--- config.mk ---
export PLATFORM = sky130hd
export DESIGN_NAME = el_rx_sync
export DESIGN_NICKNAME = d
export VERILOG_FILES = /design/src/rtl/el_pkg.sv /design/src/rtl/el_rx_fifo.sv /design/src/rtl/el_rx_sync.sv
export SDC_FILE = /design/constraint.sdc
export NUM_CORES = 1
export LEC_CHECK = 0
export BUFFER_PORTS_ARGS = -buffer_cell sky130_fd_sc_hd__buf_2
export CAP_MARGIN = 20
export CELL_PAD_IN_SITES_DETAIL_PLACEMENT = 0
export CELL_PAD_IN_SITES_GLOBAL_PLACEMENT = 2
export CORE_MARGIN = 4
export CORE_UTILIZATION = 39
export CTS_BUF_LIST = sky130_fd_sc_hd__clkbuf_8
export CTS_CLUSTER_SIZE = 14
export DETAILED_ROUTE_END_ITERATION = 12
export GPL_ROUTABILITY_DRIVEN = 0
export MAX_ROUTING_LAYER = met4
export PLACE_DENSITY = 0.79
export SLEW_MARGIN = 20
export SYNTH_ARGS = -nofsm -noshare
export SYNTH_HDL_FRONTEND = slang
export SYNTH_SLANG_ARGS = --single-unit
--- constraint.sdc ---
create_clock -name clk -period 6.08 [get_ports clk]
set_input_delay 0.304 -clock clk [delete_from_list [all_inputs] [get_ports clk]]
set_output_delay 0.304 -clock clk [all_outputs]
set_load 0.01 [all_outputs]
--- src/rtl/el_pkg.sv ---
// Shared definitions for the dual-rail receive path: rail pair encodings
// and the handshake FSM state encoding.
package el_pkg;

    localparam logic [1:0] SPACER  = 2'b00;
    localparam logic [1:0] D0      = 2'b01;
    localparam logic [1:0] D1      = 2'b10;
    localparam logic [1:0] ILLEGAL = 2'b11;

    typedef enum logic [1:0] {
        WAIT_DATA   = 2'd0,
        WAIT_SPACER = 2'd1,
        ERROR       = 2'd2
    } state_t;

endpackage

--- src/rtl/el_rx_fifo.sv ---
// Clocked output buffer between the dual-rail receiver and the ready/valid
// consumer; push and pop on the same edge are allowed even when full.
module el_rx_fifo #(
    parameter int WIDTH      = 32,
    parameter int FIFO_DEPTH = 2
) (
    input  logic             clk,
    input  logic             rst,
    input  logic             push,
    input  logic [WIDTH-1:0] din,
    input  logic             pop,
    output logic [WIDTH-1:0] dout,
    output logic             full,
    output logic             empty
);

    localparam int AW = $clog2(FIFO_DEPTH);
    localparam int CW = $clog2(FIFO_DEPTH + 1);

    logic [WIDTH-1:0] mem [FIFO_DEPTH];
    logic [AW-1:0]    wr_ptr;
    logic [AW-1:0]    rd_ptr;
    logic [CW-1:0]    count;
    logic             do_push;
    logic             do_pop;

    assign empty   = (count == '0);
    assign full    = (count == CW'(FIFO_DEPTH));
    assign do_pop  = pop && !empty;
    assign do_push = push && (!full || do_pop);

    always_ff @(posedge clk) begin
        if (do_push) begin
            mem[wr_ptr] <= din;
        end
    end

    // Depth is a power of two, so pointer wrap is plain binary overflow.
    always_ff @(posedge clk or posedge rst) begin
        if (rst) begin
            wr_ptr <= '0;
            rd_ptr <= '0;
            count  <= '0;
        end else begin
            if (do_push) wr_ptr <= wr_ptr + AW'(1);
            if (do_pop)  rd_ptr <= rd_ptr + AW'(1);
            case ({do_push, do_pop})
                2'b10:   count <= count + CW'(1);
                2'b01:   count <= count - CW'(1);
                default: count <= count;
            endcase
        end
    end

    assign dout = empty ? '0 : mem[rd_ptr];

endmodule

--- src/rtl/el_rx_sync.sv ---
// Dual-rail 4-phase receiver: synchronizes the rails, detects complete and
// spacer words, acknowledges the producer and buffers words for the consumer.
// Optional Fibonacci sequence checker enabled by defining EL_RX_FIB_CHECK_EN.
module el_rx_sync
    import el_pkg::*;
#(
    parameter int WIDTH      = 32,
    parameter int RAIL_NUM   = 2,
    parameter int FIFO_DEPTH = 2
) (
    input  logic                      clk,
    input  logic                      rst,
    input  logic [RAIL_NUM*WIDTH-1:0] in,
    output logic                      ack_o,
    output logic [WIDTH-1:0]          data_o,
    output logic                      valid_o,
    input  logic                      ready_i,
    output logic                      err_o
);

    localparam int RW = RAIL_NUM * WIDTH;

    function automatic logic all_complete(input logic [RW-1:0] r);
        logic ok;
        ok = 1'b1;
        for (int i = 0; i < WIDTH; i++) begin
            if (r[2*i +: 2] != D0 && r[2*i +: 2] != D1) ok = 1'b0;
        end
        return ok;
    endfunction

    function automatic logic any_illegal(input logic [RW-1:0] r);
        logic bad;
        bad = 1'b0;
        for (int i = 0; i < WIDTH; i++) begin
            if (r[2*i +: 2] == ILLEGAL) bad = 1'b1;
        end
        return bad;
    endfunction

    function automatic logic [WIDTH-1:0] decode(input logic [RW-1:0] r);
        logic [WIDTH-1:0] w;
        for (int i = 0; i < WIDTH; i++) w[i] = r[2*i+1];
        return w;
    endfunction

    logic [RW-1:0]    s1, s2, s3;
    state_t           state, nxt_state;
    logic             nxt_ack;
    logic             push, set_err, fib_bad;
    logic             stable, spacer, illegal;
    logic             full, empty, pop;
    logic [WIDTH-1:0] word;

    always_ff @(posedge clk or posedge rst) begin
        if (rst) begin
            s1 <= '0;
            s2 <= '0;
            s3 <= '0;
        end else begin
            s1 <= in;
            s2 <= s1;
            s3 <= s2;
        end
    end

    // Decisions look at the s2/s3 pair this edge produces (s1 -> s2, s2 -> s3),
    // so ack and the push land on the same edge the word becomes stable.
    assign stable  = all_complete(s1) && (s1 == s2);
    assign spacer  = (s1 == '0);
    assign illegal = any_illegal(s2) || any_illegal(s3);
    assign word    = decode(s1);
    assign pop     = valid_o && ready_i;

    always_comb begin
        nxt_state = state;
        nxt_ack   = ack_o;
        push      = 1'b0;
        set_err   = 1'b0;
        if (illegal) begin
            set_err   = 1'b1;
            nxt_state = ERROR;
        end else begin
            case (state)
                WAIT_DATA: begin
                    if (stable && (!full || pop)) begin
                        push      = 1'b1;
                        nxt_ack   = 1'b1;
                        nxt_state = WAIT_SPACER;
                    end
                end
                WAIT_SPACER: begin
                    if (spacer) begin
                        nxt_ack   = 1'b0;
                        nxt_state = WAIT_DATA;
                    end
                end
                default: nxt_state = ERROR;
            endcase
        end
    end

    always_ff @(posedge clk or posedge rst) begin
        if (rst) begin
            state <= WAIT_DATA;
            ack_o <= 1'b0;
            err_o <= 1'b0;
        end else begin
            state <= nxt_state;
            ack_o <= nxt_ack;
            if (set_err || fib_bad) err_o <= 1'b1;
        end
    end

`ifdef EL_RX_FIB_CHECK_EN
    logic [WIDTH-1:0] fib_w1, fib_w2, fib_sum;
    logic [1:0]       fib_cnt;

    assign fib_sum = fib_w1 + fib_w2;
    assign fib_bad = push && (fib_cnt == 2'd2) && (word != fib_sum);

    always_ff @(posedge clk or posedge rst) begin
        if (rst) begin
            fib_w1  <= '0;
            fib_w2  <= '0;
            fib_cnt <= '0;
        end else if (push) begin
            fib_w2 <= fib_w1;
            fib_w1 <= word;
            if (fib_cnt != 2'd2) fib_cnt <= fib_cnt + 2'd1;
        end
    end
`else
    assign fib_bad = 1'b0;
`endif

    el_rx_fifo #(
        .WIDTH      (WIDTH),
        .FIFO_DEPTH (FIFO_DEPTH)
    ) u_fifo (
        .clk   (clk),
        .rst   (rst),
        .push  (push),
        .din   (word),
        .pop   (pop),
        .dout  (data_o),
        .full  (full),
        .empty (empty)
    );

    assign valid_o = !empty;

endmodule
==> out/metrics.csv <==
stage,metric,value,unit
detailed_routing,vias,6088,
logic_synthesis,syn_avg_cell_area,14.7,sq um
detailed_routing,post-route-drc-count,0,
die,rows,57,
die,core,0.0244,sq mm
power,irDropWorstVdd,0.144,mV
detailed_routing,dr.pass1.iters,5,
detailed_routing,drtAntennaViolNets,0,
sta,period_share,62.9,%
global_routing,grt_pass1_wl,38600,um
run_status,status,"finished, final reports clean",
run,cap_violations,0,
power,leakagePower,5.42,nW
global_routing,grt_pass1_vias,6515,
place,io_buffer_count,101,
critical_path,critPathMaxFanout,32,
critical_path,timing.rr.end,u_fifo.mem[0][4],
logic_synthesis,yosysMostFrequentCell,dfrtp_1,
sta,maxSlewHeadroom,29.9,%
logic_synthesis,synth-seq-cells,264,
final_layout,finalNonFillerCells,1225,
final_layout,fin_nets,967,
logic_synthesis,syn-instance-count,658,
logic_synthesis,yosysWarnings,0,
logic_synthesis,ys_seq_area_share,71.6,%
critical_path,arrival,3.99,ns
logic_synthesis,synth_area_leaders,"dfrtp_1, edfxtp_1, xor2_1, ha_1, mux2i_1",
final_layout,area_growth,26.1,%
detailed_routing,detail_route.vias_per_cell,4.97,
sta,finalClockSkew,0.0220,ns
cts,cts_buffers,44,
global_routing,track_usage,19.8,%
logic_synthesis,synth_top_cell_area_share,51.7,%
cts,insertion_delay,0.54,ns
cts,clk_pin_slew,0.06,ns
cts,htree_levels,2,
critical_path,required,6.24,ns
die,die_w,166,um
logic_synthesis,synth_nets,758,
die,dieArea,0.0274,sq mm
logic_synthesis,synth_edf_count,64,
critical_path,rr_startpoint,s1[63],
sta,rsz0062_at_grt,no,
logic_synthesis,synth_largest_area_cell,dfrtp_1,
critical_path,r2r_slack,2.26,ns
sta,hold_viol,0,
detailed_routing,wl,25700,um
hold_path,holdCritStartpoint,ready_i,
power,power_density,315,mW/mm^2
sta,fmax,262,MHz
sta,finalSetupViolCount,0,
final_layout,utilization,50.1,%
critical_path,critical_path_class,flop to flop,
final_layout,diodes,0,
logic_synthesis,synthFlopType,dfrtp_1,
hold_path,min_to,u_fifo.rd_ptr,
place,dp_hpwl,18900,um
logic_synthesis,synth_commonest_cells,"dfrtp_1, inv_1, edfxtp_1",
critical_path,cp-end-kind,flop,
final_layout,drive_gt1_share,19.1,%
global_routing,grt_start_max_net_pins,151,
cts,cts.sinks,264,
critical_path,r2r_cells,9,
sta,tns,0,ns
global_routing,antenna_found_initial,0,
logic_synthesis,synth-async-reset-ratio,75.8,%
detailed_routing,wl_per_cell,20.9,um
hold_path,hold_depth,3,
sta,period_needed,3.82,ns
critical_path,start_kind,flop,
cts,cts_tree,built,
power,total_power,3.84,mW
cts,root_buffer,clkbuf_8,
die,io-pin-count,102,
sta,tightest_slew,1.05,ns
cts,cts_buffer_depth,3,
logic_synthesis,netlist_area,0.00968,sq mm
logic_synthesis,synth_cell_types,35,
die,dieHeight,166,um
hold_path,hp-class,input port to flop,
detailed_routing,drt_iter0_drc,469,
die,initial_core_util,39.7,%
global_routing,overflow,0,
sta,slew_violations,0,
place,place_inst,1080,
sequential cells by signal (all words and copies together) (netlist names):
signal and cells:
s2 64, u_fifo.mem 64, err_o 1, u_fifo.rd_ptr 1
s3 64, ack_o 1, s1 64, u_fifo.count 2
u_fifo.wr_ptr 1, state 2
worst max-delay path, stage by stage (launching register included):
cell	delay, ns
dfrtp_1	0.44
inv_1	0.11
ha_1	0.31
nand4_1	0.11
or4_1	0.53
or4_1	0.54
or4_4	0.45
nor4_4	0.30
nor2b_2	0.19
buf_4	0.45
placed cells by master (no fill, tap or decap), types with 4 or more instances in the layout:
master / netlist / final
dfrtp_1: 200 / 199
buf_2: 0 / 101
inv_1: 69 / 83
dlygate4sd3_1: 0 / 65
edfxtp_1: 64 / 64
xor2_1: 54 / 54
clkbuf_8: 0 / 48
nor2_1: 47 / 46
nand4_1: 34 / 34
ha_1: 33 / 33
mux2i_1: 32 / 32
nor4_1: 25 / 25
a221oi_1: 18 / 18
a22o_1: 16 / 16
xnor2_1: 9 / 9
nor2b_1: 9 / 8
clkinv_1: 0 / 7
bufinv_16: 0 / 6
nand3_1: 5 / 5
or4_1: 5 / 5
nand2_1: 5 / 5
clkinv_2: 0 / 4
buf_4: 0 / 4
metrics by stage:
| stage | instance area (sq um) | setup slack (ns) | hold WS (ns) |
|---|---|---|---|
| 6_report | 12200 | 2.26 | 0.151 |
| 5_1_grt | 12200 | 2.13 | 0.165 |
| 4_1_cts | 12200 | 2.26 | 0.0458 |
| 3_5_place_dp | 10600 | 2.28 | 0.404 |
| 3_3_place_gp | 10600 | 2.35 | 0.401 |
| 2_1_floorplan | 9680 | 0.322 | 0.335 |
how the worst max path moves through the flow:
stage                 from           endpoint  slack, ns  depth (start not counted)
global placement    s1[19]  u_fifo.mem[0][10]       2.35                          9
global route        s1[63]   u_fifo.mem[1][4]       2.13                          9
finish              s1[63]   u_fifo.mem[0][4]       2.26                          9
CTS                 s1[19]   u_fifo.mem[0][4]       2.26                          9
detailed placement  s1[19]   u_fifo.mem[0][7]       2.28                          9
floorplan              rst              ack_o       0.32                          1
power breakdown:
group	switching [mW]	leakage, nW	internal [mW]
Combinational	0.132	1.98	0.100
Sequential	0.0670	2.91	1.88
Clock	0.681	0.536	0.981
area by class of cell:
class	instances	area (sq um)
clock inverter	32	283
multi-input combinational	318	2470
inverter	69	272
clock buffer	48	661
tap	324	405
fill	2157	12200
timing repair buffer	170	1190
sequential	264	6930
per-layer routing:
layer  global-route usage, %  vias to the layer above  wire, um
li1                        -                     2751         -
met1                    26.2                     3012     11200
met2                    29.8                      261     11700
met3                    4.89                       64      1810
met4                    7.50                        0       913
met5                       -                        -         0
kinds of logic (layout without fill, tap and decap cells):
group | after synthesis | count (layout) | synth area share, %
fa+ha+maj | 33 | 33 | 4.27
buf+inv | 76 | 319 | 2.95
mux | 32 | 32 | 3.31
xor+xnor | 63 | 63 | 5.70
simple gates | 146 | 146 | 8.41
flops | 264 | 264 | 71.6
compound gates | 44 | 44 | 3.81
repair_timing:
action / in CTS / in global routing
gates resized for setup: 0 / 0
hold endpoints to repair: 64 / 36
setup buffers: 0 / 0
hold buffers: 64 / 1
Power figures use the tool's default switching activity.
